File: src/rtl/video_timing.sv
// Raster timing generator: free-running column/row counters with zero-latency sync, blanking and wrap decodes.
// Optional pixel clock enable selected by macro VIDEO_TIMING_CLK_EN_EN (adds input i_ClkEn).
module video_timing #(
  parameter int unsigned p_H_ACTIVE = 640,
  parameter int unsigned p_H_FRONT  = 16,
  parameter int unsigned p_H_SYNC   = 96,
  parameter int unsigned p_H_BACK   = 48,
  parameter int unsigned p_V_ACTIVE = 480,
  parameter int unsigned p_V_FRONT  = 10,
  parameter int unsigned p_V_SYNC   = 2,
  parameter int unsigned p_V_BACK   = 33
) (
  input  logic       i_Clk,
  input  logic       i_Reset,
`ifdef VIDEO_TIMING_CLK_EN_EN
  input  logic       i_ClkEn,
`endif
  output logic       o_HSync,
  output logic       o_VSync,
  output logic       o_HReset,
  output logic       o_VReset,
  output logic       o_Active,
  output logic [9:0] o_Col,
  output logic [9:0] o_Row
);

  localparam int unsigned H_TOTAL = p_H_ACTIVE + p_H_FRONT + p_H_SYNC + p_H_BACK;
  localparam int unsigned V_TOTAL = p_V_ACTIVE + p_V_FRONT + p_V_SYNC + p_V_BACK;

  localparam logic [9:0] H_LAST   = 10'(H_TOTAL - 1);
  localparam logic [9:0] V_LAST   = 10'(V_TOTAL - 1);
  localparam logic [9:0] H_ACT    = 10'(p_H_ACTIVE);
  localparam logic [9:0] V_ACT    = 10'(p_V_ACTIVE);
  localparam logic [9:0] HS_START = 10'(p_H_ACTIVE + p_H_FRONT);
  localparam logic [9:0] HS_END   = 10'(p_H_ACTIVE + p_H_FRONT + p_H_SYNC - 1);
  localparam logic [9:0] VS_START = 10'(p_V_ACTIVE + p_V_FRONT);
  localparam logic [9:0] VS_END   = 10'(p_V_ACTIVE + p_V_FRONT + p_V_SYNC - 1);

  logic [9:0] h_q, h_d;
  logic [9:0] v_q, v_d;
  logic       adv;
  logic       h_last;
  logic       v_last;

  // A reset cycle is never an advance cycle, so an abandoned line emits no wrap pulse.
`ifdef VIDEO_TIMING_CLK_EN_EN
  assign adv = i_ClkEn & ~i_Reset;
`else
  assign adv = ~i_Reset;
`endif

  assign h_last = (h_q == H_LAST);
  assign v_last = (v_q == V_LAST);

  always_comb begin
    h_d = h_q;
    v_d = v_q;
    if (adv) begin
      if (h_last) begin
        h_d = 10'd0;
        v_d = v_last ? 10'd0 : v_q + 10'd1;
      end else begin
        h_d = h_q + 10'd1;
      end
    end
  end

  always_ff @(posedge i_Clk) begin
    if (i_Reset) begin
      h_q <= 10'd0;
      v_q <= 10'd0;
    end else begin
      h_q <= h_d;
      v_q <= v_d;
    end
  end

  assign o_Col    = h_q;
  assign o_Row    = v_q;
  assign o_HSync  = ~((h_q >= HS_START) && (h_q <= HS_END));
  assign o_VSync  = ~((v_q >= VS_START) && (v_q <= VS_END));
  assign o_Active = (h_q < H_ACT) && (v_q < V_ACT);
  assign o_HReset = adv & h_last;
  assign o_VReset = adv & h_last & v_last;

endmodule

File: config.mk
export PLATFORM = sky130hd
export DESIGN_NAME = video_timing
export DESIGN_NICKNAME = d
export VERILOG_FILES = /design/src/rtl/video_timing.sv
export SDC_FILE = /design/constraint.sdc
export NUM_CORES = 1
export LEC_CHECK = 0
export CAP_MARGIN = 30
export CORE_UTILIZATION = 35
export DETAILED_ROUTE_END_ITERATION = 12
export PLACE_DENSITY = 0.64
export SLEW_MARGIN = 20
export SYNTH_ARGS = -nofsm -noshare
export SYNTH_HDL_FRONTEND = slang
export SYNTH_SLANG_ARGS = --single-unit
File: constraint.sdc
create_clock -name i_Clk -period 2.1 [get_ports i_Clk]
set_clock_uncertainty 0.05 [all_clocks]
set_input_delay 0.63 -clock i_Clk [delete_from_list [all_inputs] [get_ports i_Clk]]
set_output_delay 0.63 -clock i_Clk [all_outputs]
set_load 0.01 [all_outputs]
==> reports/summary.txt <==
========================================================================================
Sequential cell area fraction in the yosys report                                  0.375
Startpoint types                                                               flip-flop
Layout overhead on the synthesized area                                            66.0%
Combinational Power Share                                                          0.063
Leakage                                                                         0.732 nW
Status                                                                      finished, violations left
CTS buffer count                                                                       3
Largest cells by area after synthesis                                       sky130_fd_sc_hd__dfxtp_1 37%, sky130_fd_sc_hd__xnor2_1 7.4%, sky130_fd_sc_hd__nor2_1 6.3%
Gate Count Post-Synth                                                                122
Length of routed met3 wiring                                                      120 um
Max frequency                                                                  0.466 GHz
Total Die Area                                                                  3280 um2
Setup slack at placement                                                         -633 ps
Master cell of the clock root buffer                                        sky130_fd_sc_hd__clkbuf_4
Setup repair after global routing missed its margin                                  yes
Endpoint arrival time on the critical path                                       1460 ps
Worst VDD drop                                                                0.000269 V
Final global-route overflow total                                                      0
Synth warnings                                                                         0
Largest fanout of any net on the critical path                                         3
Biggest area consumer among synthesized cells                               sky130_fd_sc_hd__dfxtp_1
Placeable core area                                                             2830 um2
Failing checks                                                              design-rule violations, negative setup slack
Portion of the clock cycle consumed by the worst path in the final layout           1.02
Share of total power consumed by net switching                                     0.199
Start point of the critical path                                                o_Col[0]
Share of synthesized registers carrying an async set or reset                          0
Combined area of all synthesized cells                                          1070 um2
Via count of the first global-routing pass                                          1072
Most frequently used flop master after synthesis                            sky130_fd_sc_hd__dfxtp_1
Number of nets in the layout                                                         195
R2r endpoint                                                                    o_Row[8]
DR top layer                                                                        met3
Number of slew-limit violations in the final report                                    0
Share of total power in the clock network                                          0.419
Clock network latency to the later pin of the worst-skew pair                     300 ps
Sum of negative setup slack                                                     -73.0 ps
Normalized max-slew margin                                                         0.736
Global-route usage over all layers                                                 0.188
Overall die height                                                               57.3 um
Initial antenna violation count                                                        0
Ratio of cells with drive above 1 in the final layout                              0.417
Mean instance size in the synthesized netlist                                   8.76 um2
Commonest cells after routing, fill and taps aside                          34 x sky130_fd_sc_hd__buf_4, 18 x sky130_fd_sc_hd__nor2_1, 17 x sky130_fd_sc_hd__clkdlybuf4s50_1
Depth of the worst register-to-register path                                           6
Worst path required time                                                         1420 ps
Wire length of the first global-routing pass                                     4770 um
#FFs+latches synth                                                                    20
Worst Setup End Kind                                                        primary output
Antenna diodes                                                                         0
Number of distinct standard cells referenced by the synthesized netlist               38
Routability congestion estimate from global placement                              0.869
Startpoint-to-endpoint class of the critical path                           flip-flop to primary output
Detail Route Antenna Nets                                                              0
P_sw                                                                              149 uW
Overall power after layout                                                        747 uW
Slew at the pin closest to its max-slew limit                                     393 ps
Horizontal die dimension                                                         57.3 um
Portion of synthesized cell area occupied by the leading cell type                 0.375
Launch instance of the worst register-to-register path                          o_Row[1]
DR WL/cell                                                                       12.9 um
Clock period minus final worst setup slack                                       2140 ps
Sequential power share                                                             0.518
H-tree levels                                                                          1
First DRT Iteration DRCs                                                              24
R2R Setup Slk                                                                     320 ps
Synthesized netlist net count                                                        129
Clock transition at the registers of the reported paths                           120 ps
Fin util                                                                           0.627
Classification of the worst-slack hold path                                 flip-flop to flip-flop
MaxCap Viol Count                                                                      0
Floorplan row count                                                                   19
Final-report setup violation count                                                     2
Detailed route wirelength on metal2                                              1380 um
Post-DR vias/cell                                                                   5.06
Router iterations before antenna repair                                                8
Total detailed-routing wirelength                                                2810 um
CTS Hold Bufs                                                                          0
Most common cell after layout, fill and taps aside                          sky130_fd_sc_hd__buf_4
Post-route worst setup slack                                                    -43.8 ps
Final HPWL from detailed placement                                               2200 um
Number of enable-type register cells in the synthesized netlist                        0
Internal Power                                                                    598 uW
Max clock buf depth                                                                    2
Final count of hold timing violations                                                  0
End of the critical path                                                        o_VReset
Drc violations                                                                         4
Sinks on Clock Net                                                                    20
Met1 Wirelength                                                                  1300 um
Maximum number of pins on one net before global-route repair                          13
IO Pins                                                                               27
Total number of vias                                                                1104
Clock tree from TritonCTS                                                          built
Power density of the placed cells                                             421 nW/um2
Number of I/O port buffers                                                            26
Hold-critical path depth                                                               2
Initial Util                                                                       0.378
========================================================================================
cells in the mapped netlist (2+ instances only):
master,n
sky130_fd_sc_hd__a21oi_1,2
sky130_fd_sc_hd__xnor2_1,9
sky130_fd_sc_hd__nand3_1,6
sky130_fd_sc_hd__ha_1,5
sky130_fd_sc_hd__inv_1,8
sky130_fd_sc_hd__nor3_1,6
sky130_fd_sc_hd__nor4_1,3
sky130_fd_sc_hd__xor2_1,2
sky130_fd_sc_hd__and4_1,2
sky130_fd_sc_hd__or3_1,2
sky130_fd_sc_hd__o21ai_0,4
sky130_fd_sc_hd__dfxtp_1,20
sky130_fd_sc_hd__nor2_1,18
sky130_fd_sc_hd__nand2_1,6
sky130_fd_sc_hd__nand4_1,6
kinds of logic after synthesis:
kind of cell / Yosys count / share of synthesized area
compound gates: 13 / 0.0773
simple gates: 63 / 0.354
mux: 1 / 0.0140
fa+ha+maj: 5 / 0.0585
flops: 20 / 0.375
xor+xnor: 11 / 0.0902
buf+inv: 9 / 0.0316
power groups by stage:
stage / logic [mW] / registers, mW / clock network [mW]
2_1_floorplan: 0.0146 / 0.402 / 0
3_3_place_gp: 0.0464 / 0.395 / 0
3_5_place_dp: 0.0466 / 0.396 / 0
4_1_cts: 0.0475 / 0.389 / 0.320
5_1_grt: 0.0541 / 0.388 / 0.339
6_report: 0.0470 / 0.387 / 0.313
layer usage:
layer,global-route usage,up-vias
met4,0.0592,0
met3,0.0227,0
met1,0.251,505
li1,-,569
met5,0,-
met2,0.319,30
registers in the layout, summed over array words and instances (netlist names):
signal and cells:
o_Col 10, o_Row 10
layout make-up:
type                            count  area, um2
Inverter                            8       30.0
Timing Repair Buffer               62        522
Sequential cell                    20        422
Tap cell                           31       38.8
Clock inverter                      1       30.0
Fill cell                         242       1050
Multi-Input combinational cell     93        709
Clock buffer                        3       22.5
through the flow:
stage | instances | hold slack [ps] | instance area (um2)
6_report | 218 | 474 | 1770
4_1_cts | 218 | 453 | 1740
5_1_grt | 218 | 527 | 1770
2_1_floorplan | 122 | 442 | 1070
3_3_place_gp | 213 | 440 | 1630
3_5_place_dp | 213 | 454 | 1630
critical path, stage by stage (launching register included):
cell and delay (ps):
sky130_fd_sc_hd__dfxtp_2 370, sky130_fd_sc_hd__ha_4 150, sky130_fd_sc_hd__and4_4 250, sky130_fd_sc_hd__nand3_2 90, sky130_fd_sc_hd__nor3_2 160, sky130_fd_sc_hd__buf_2 150
repair_timing:
item / in CTS / in global routing
buffers inserted: 1 / 0
pin swaps: 5 / 3
endpoints found under the setup margin: 7 / 10
gates resized for setup: 44 / 14
worst min-delay path by stage:
| stage | from | to | slack (ps) |
|---|---|---|---|
| 6_report | o_Row[1] | o_Row[1] | 470 |
| 3_3_place_gp | o_Row[1] | o_Row[1] | 440 |
| 5_1_grt | o_Row[1] | o_Row[1] | 530 |
| 2_1_floorplan | o_Col[0] | o_Col[0] | 440 |
| 4_1_cts | o_Row[1] | o_Row[1] | 450 |
| 3_5_place_dp | o_Row[1] | o_Row[1] | 450 |
No activity file was read; power rests on OpenSTA's default activity.
